--- src/rtl/serial_paralelo_align_pkg.sv ---
// Shared definitions for the serial link lane: comma symbol, lock depth and RX FSM encoding.
// Also imported by the TX parallel-to-serial stage so both ends agree on the idle symbol.
package serial_paralelo_align_pkg;

  localparam logic [7:0] COMMA_BC       = 8'hBC;
  localparam int         LOCK_COUNT_DEF = 4;

  typedef enum logic [1:0] {
    HUNT   = 2'd0,
    ALIGN  = 2'd1,
    LOCKED = 2'd2
  } sp_state_t;

  // Increment that sticks at the limit so the comma counter never wraps.
  function automatic logic [3:0] sat_inc(input logic [3:0] value, input logic [3:0] limit);
    return (value >= limit) ? limit : value + 4'd1;
  endfunction

endpackage

--- src/rtl/serial_paralelo_align_shift8.sv ---
// Bit-level front end: serial shift register plus byte-phase counter.
// Exposes the candidate byte (history + current bit) and the byte-boundary flag.
module sp_shift8 (
  input  logic       clk_32f,
  input  logic       reset,
  input  logic       data_in,
  input  logic       hunt,
  output logic [7:0] nxt,
  output logic       boundary
);

  // Only the seven most recent bits are needed to form the candidate byte.
  logic [6:0] sr;
  logic [2:0] bit_cnt;

  assign nxt      = {sr, data_in};
  assign boundary = !hunt && (bit_cnt == 3'd7);

  always_ff @(posedge clk_32f or posedge reset) begin
    if (reset) begin
      sr      <= '0;
      bit_cnt <= '0;
    end else begin
      sr <= nxt[6:0];
      // Held at zero while hunting so the phase restarts right after a comma match.
      if (hunt)
        bit_cnt <= '0;
      else
        bit_cnt <= bit_cnt + 3'd1;
    end
  end

endmodule

--- src/rtl/serial_paralelo_align.sv ---
// Per-lane RX aligner: hunts for the idle comma, locks byte phase, strips commas from the byte stream.
// Optional build macro SP_REALIGN_EN: drop lock and re-hunt after two misaligned commas while LOCKED.
module serial_paralelo_align
  import serial_paralelo_align_pkg::*;
#(
  parameter logic [7:0] COMMA      = COMMA_BC,
  parameter int         LOCK_COUNT = LOCK_COUNT_DEF
) (
  input  logic       clk_32f,
  input  logic       reset,
  input  logic       data_in,
  output logic [7:0] data_out,
  output logic       byte_strobe,
  output logic       valid_out,
  output logic       active
);

  localparam logic [3:0] LOCK_N = 4'(LOCK_COUNT);

  sp_state_t  state;
  logic [3:0] comma_cnt;
  logic [7:0] nxt;
  logic       boundary;
  logic       is_comma;

  assign is_comma = (nxt == COMMA);

  sp_shift8 u_shift8 (
    .clk_32f  (clk_32f),
    .reset    (reset),
    .data_in  (data_in),
    .hunt     (state == HUNT),
    .nxt      (nxt),
    .boundary (boundary)
  );

`ifdef SP_REALIGN_EN
  logic [1:0] misalign_cnt;
`endif

  always_ff @(posedge clk_32f or posedge reset) begin
    if (reset) begin
      state       <= HUNT;
      comma_cnt   <= '0;
      data_out    <= 8'h00;
      byte_strobe <= 1'b0;
      valid_out   <= 1'b0;
      active      <= 1'b0;
`ifdef SP_REALIGN_EN
      misalign_cnt <= '0;
`endif
    end else begin
      byte_strobe <= 1'b0;
      valid_out   <= 1'b0;
      case (state)
        HUNT: begin
          if (is_comma) begin
            comma_cnt <= 4'd1;
            if (LOCK_N == 4'd1) begin
              state  <= LOCKED;
              active <= 1'b1;
            end else begin
              state <= ALIGN;
            end
          end
        end
        ALIGN: begin
          if (boundary) begin
            data_out    <= nxt;
            byte_strobe <= 1'b1;
            if (is_comma) begin
              comma_cnt <= sat_inc(comma_cnt, LOCK_N);
              if (comma_cnt + 4'd1 >= LOCK_N) begin
                state  <= LOCKED;
                active <= 1'b1;
              end
            end else begin
              comma_cnt <= '0;
              state     <= HUNT;
            end
          end
        end
        LOCKED: begin
`ifdef SP_REALIGN_EN
          if (misalign_cnt == 2'd2) begin
            // Phase has slipped: abandon the partial byte and search again.
            state        <= HUNT;
            active       <= 1'b0;
            comma_cnt    <= '0;
            misalign_cnt <= '0;
          end else if (boundary) begin
            data_out    <= nxt;
            byte_strobe <= 1'b1;
            valid_out   <= !is_comma;
            if (is_comma)
              misalign_cnt <= '0;
          end else if (is_comma) begin
            misalign_cnt <= misalign_cnt + 2'd1;
          end
`else
          if (boundary) begin
            data_out    <= nxt;
            byte_strobe <= 1'b1;
            valid_out   <= !is_comma;
          end
`endif
        end
        default: begin
          state     <= HUNT;
          comma_cnt <= '0;
          active    <= 1'b0;
        end
      endcase
    end
  end

endmodule

--- config.mk ---
export PLATFORM = sky130hd
export DESIGN_NAME = serial_paralelo_align
export DESIGN_NICKNAME = d
export VERILOG_FILES = /design/src/rtl/serial_paralelo_align_pkg.sv /design/src/rtl/serial_paralelo_align_shift8.sv /design/src/rtl/serial_paralelo_align.sv
export SDC_FILE = /design/constraint.sdc
export NUM_CORES = 1
export LEC_CHECK = 0
export ABC_AREA = 1
export ABC_CLOCK_PERIOD_IN_PS = 4550
export BUFFER_PORTS_ARGS = -buffer_cell sky130_fd_sc_hd__buf_2
export CAP_MARGIN = 20
export CORE_MARGIN = 1.5
export CORE_UTILIZATION = 45
export CTS_CLUSTER_DIAMETER = 80
export CTS_CLUSTER_SIZE = 25
export DETAILED_ROUTE_END_ITERATION = 10
export SLEW_MARGIN = 5
export SYNTH_ARGS = -nofsm -noshare
export SYNTH_HDL_FRONTEND = slang
export SYNTH_HIERARCHICAL = 1
export SYNTH_SLANG_ARGS = --single-unit
--- constraint.sdc ---
create_clock -name clk_32f -period 4.55 [get_ports clk_32f]
set_input_delay 0.2275 -clock clk_32f [delete_from_list [all_inputs] [get_ports clk_32f]]
set_output_delay 0.2275 -clock clk_32f [all_outputs]
set_load 0.05 [all_outputs]
Yosys cells after proc, flatten, opt, wreduce, memory -nomap -nowiden:

Cells that the tools add are included.

* register bits after elaboration: 27
* input port bits: 3
* logic and storage cells: 52

* add/sub/neg operators: 2
* $lt $le $gt $ge: 2
* equal/unequal tests: 9
* mux-type cells: 19
* bitwise logic cells: 2
* reduce and logical (&&, ||, !) cells: 10

Operator list (count)
* 4-bit two-way mux: 4
* 4-bit one-hot mux with 3 select lines: 1
* 8-bit equality test (second input constant): 1
* 4-bit by 3-bit greater-or-equal comparator with 1-bit output (second input constant): 2
* 2-bit two-way mux: 4
* 2-bit inequality test (second input constant): 4
* 4-bit AND reduction: 2
* 1-bit two-way mux: 7
* 2-bit one-hot mux with 3 select lines: 1
* 4-bit by 1-bit adder with 4-bit output (second input constant): 1
* 2-bit OR reduction: 2
* 3-bit by 1-bit adder with 3-bit output (second input constant): 1
* 3-bit equality test (second input constant): 1
* 3-bit two-way mux: 1
* 3-bit inequality test (second input constant): 1
* 3-bit AND reduction: 1
* 2-bit by 1-bit equality test with 1-bit output (second input constant): 1
* 2-bit equality test (second input constant): 1
* 1-bit logical NOT: 2
* 2-bit logical NOT: 1
* 1-bit NOT: 2
* 1-bit one-hot mux with 2 select lines: 1
* 2-bit AND reduction: 1
* 1-bit logical AND: 1

Depth between registers and ports, before layout:

* depth after elaboration: 6
* depth in mapped cells: 11
* depth with buffers taken out: 11

Hierarchy:

The synthesis kept the hierarchy.

By module, submodules not included
* serial_paralelo_align: instances 1, cells each 120, area each 892.1 um^2
* sp_shift8: instances 1, cells each 21, area each 312.8 um^2

Least setup slack after synthesis:

OpenSTA, ideal clock, no wires.

* path kind: register to register
* from: register state[0]
* to: register state[0]
* arrival time: 1.414 ns
* data required time: 4.433 ns
* slack: 3.019 ns
* stages on the path, launching flop included: 11
* buffers on the path: 0
* clock period less this slack: 1.531 ns
* path through: dfrtp_1 inv_1 ha_1 nor2_1 inv_1 nand2_1 nand2_1 a21oi_4 nand2_2 nand2_1 nand2_1

* cells in the longest elaborated chain, start to end: 5
* elaborated cells between the ends (all ways): 11
* classes of those cells: eq/ne: 5; mux: 1; bitwise: 1; reduce/logical: 4

RTL lines
* start: declaration: line serial_paralelo_align.sv:20 `sp_state_t state;`
* start signal: assignment: line serial_paralelo_align.sv:43 `state <= HUNT;`
* start signal: assignment: line serial_paralelo_align.sv:60 `state <= LOCKED;`
* start signal: assignment: line serial_paralelo_align.sv:63 `state <= ALIGN;`
* 2-bit logical NOT: line serial_paralelo_align.sv:32 `.hunt (state == HUNT),`
* 1-bit logical NOT: line serial_paralelo_align_shift8.sv:17 `assign boundary = !hunt && (bit_cnt == 3'd7);`
* 1-bit logical AND: line serial_paralelo_align_shift8.sv:17
* via boundary: line serial_paralelo_align.sv:23 `logic boundary;`
* 2-bit inequality test (no line)
* 4-bit AND reduction (no line)

The timed path passes the listed nets, and every way through them passes these cells.
A chain may end at the register's enable or synchronous reset.

Worst setup path in the final report:

Same ends and word-level chain as after synthesis.

==> impl_metrics.ini <==
[floorplan]
die_w_um = 54.75
die-height_um = 54.75
fp-row-count = 18
initial_utilization = 0.4820
die-area_um2 = 2997
core-area_um2 = 2500
pin_count = 14

[routing]
antenna_left = 0
route.detailed.drc = 0
wl_per_cell_um = 10.74
dr.pass1.iters = 4
viasPerCell = 4.711
routed_wl_um = 2009
dr.first_iter.drc_count = 21
vias = 881

[power]
intPower_mw = 0.3441
p_per_area_nw_per_um2 = 390.4
ir_drop_mv = 0.3161
p_switching_mw = 0.1761
combPwrFrac = 0.269
seq_power_share = 0.544
power_leakage_nw = 0.7575
p_sw_frac = 0.3385
clockPowerShare = 0.187

[cells_and_area]
fin_cells = 187
syn_to_final_growth_pct = 10.59
nets = 167
diodes = 0
regArea_um2 = 675.6
n_fill_cell = 243
drive_gt1_frac = 0.1401
multi_input_area_um2 = 435.4

[grt]
grt_pass1_vias = 784
grt_max_degree = 18
antenna_found_initial = 0
track_usage = 0.1635
grt_pass1_wl_um = 3429
gr-total-overflow = 0

[yosys]
synthesis.nets = 150
synthesis.area_um2 = 1205
async_flop_share = 1.000
synthXorXnorAreaFrac = 0
postSynthAreaPerCell_um2 = 8.545
seq_area_frac_synth = 0.5607
synthTopCellsByArea = dfrtp_1, nand2_1, inv_1
synth_most_common_cell = nand2_1
ys_ff_latch = 27
synth.mux.area_fraction = 0
synth_common_cells = nand2_1, dfrtp_1, inv_1, nor2_1, nand3_1
synth_fa_ha_area_frac = 0.06231
synth_top_area_cell = dfrtp_1
synth_top_cell_area_share = 0.5607
yosysUniqueCellTypes = 15
synth-compound-area-share = 0.03842
yosysWarningCount = 6
synthFlopType = dfrtp_1
synth_simple_gate_area_frac = 0.2606
syn_inst = 141
synth_top_family_by_area = simple AND/OR/NAND/NOR gates
synth_edf_count = 0

[flow_run]
cap_violations = 0

[critical_path]
crit_top_cell = nand2_1
path_class = reg2reg
arrival_ps = 1950
crit_required_ps = 4760
startpoint_type = flip-flop
path_delay_family = simple AND/OR/NAND/NOR gates
slowest_delay_ps = 390
worst-path-buf-inv = 2
cp-end-kind = flip-flop
cpMaxStageDelayCell = dfrtp_1
cp_max_fo = 9
path_cells = inv_1, ha_1, nor2_1, inv_1, nand2_1, nand2_1, a21oi_4, nand2_2, nand2_1, nand2_1

[placement]
port_buffers = 13
dp_hpwl_um = 1562
place_congestion = 0.8053
dp.cells = 182

[timing]
grt_setup_unrepaired = no
max_slew_margin = 0.5700
hold_violations = 0
min_period_ps = 1735
tns_ps = 0
max_slew.worst_pin.slew_ps = 644.3
fmax_mhz = 576.3
period_share = 0.3814
hold_slack_ps = 32.05
clock_skew_ps = 8.478
final_max_slew_viol_count = 0
finalSetupViolCount = 0

[clock_network]
cts-buffers-inserted = 3
clk_path_buf_depth = 2
cts.clk_slew.worst_paths_ps = 120
clkSinkCount = 27
clk_latency_ps = 310
cts_resized = 0
htreeDepth = 1
clock-root-buffer = clkbuf_4
cts_tree = built

[outcome]
status = completed

[min_path]
hp-class = in2reg
[power groups by stage]
stage	registers (mW)	clock network, mW	logic, mW
after floorplan	0.295	0	0.103
after global placement	0.287	0	0.139
after detailed placement	0.288	0	0.142
after CTS	0.283	0.103	0.143
after global routing	0.286	0.113	0.161
final	0.283	0.0974	0.140
[per-layer routing]
layer	part of all wire	global-route usage	vias to the layer above	wire length, um
met5	0	0	-	0
met4	0.0075	0.03750	0	15
met3	0.043	0.05738	2	87
met2	0.46	0.2341	21	915
met1	0.49	0.2363	398	991
li1	-	-	460	-
[final cells by class]
class	count	area share
well taps	30	0.02817
multi-input cells	90	0.3268
repair buffers	14	0.05634
flip-flops and latches	27	0.5070
clock buffers	4	0.01972
inverters	22	0.06197
[placed cells by master, fill, tap and decap left out]
master	instances
nand2_1	49
dfrtp_1	27
inv_1	21
nor2_1	13
buf_2	13
nand3_1	7
o21ai_0	6
ha_1	6
nor3_1	3
clkbuf_4	3
nor2_2	2
nand2_2	2
a21oi_4	1
inv_2	1
nand4_1	1
clkbuf_1	1
dlygate4sd3_1	1
[through the flow]
stage                     utilization  setup slack (ps)  power [mW]  area, um^2
after detailed placement       0.5185              2820      0.4293        1296
final                          0.5330              2815      0.5202        1333
after CTS                      0.5330              2797      0.5290        1333
after global placement         0.5185              2884      0.4260        1296
after global routing           0.5330              2621      0.5601        1333
after floorplan                     -              3019      0.3979        1205
[path summary, 6_finish.rpt]
path	start	end	slack [ps]	cells after the start
min in group asynchronous	reset	u_shift8/sr[6]	410	3
setup / recovery	state[0]	state[0]	2810	10
hold reg to reg	u_shift8/sr[5]	u_shift8/sr[6]	380	0
hold / removal	data_in	u_shift8/sr[0]	30	1
max in group asynchronous	reset	data_out[3]	3600	3
setup reg to reg	state[0]	state[0]	2810	10
[timing repair]
action                                  CTS  global route
buffers inserted                          0             0
endpoints found under the setup margin    0             0
hold buffers                              1             0
hold endpoints to repair                 10             0
[flip-flops by register name (all words and copies together), names as in the netlist]
signal	cells
state	2
byte_strobe	1
valid_out	1
data_out	8
u_shift8/bit_cnt	3
u_shift8/sr	7
comma_cnt	4
active	1
[cell families (layout without fill, tap and decap cells)]
group	count (synthesis)	count (layout)
AOI/OAI and AO/OA	7	7
and+or+nand+nor	77	77
buffers and inverters	24	40
adders and majority gates	6	6
DFF	27	27
Note: power is estimated with default switching activity, not from simulation.
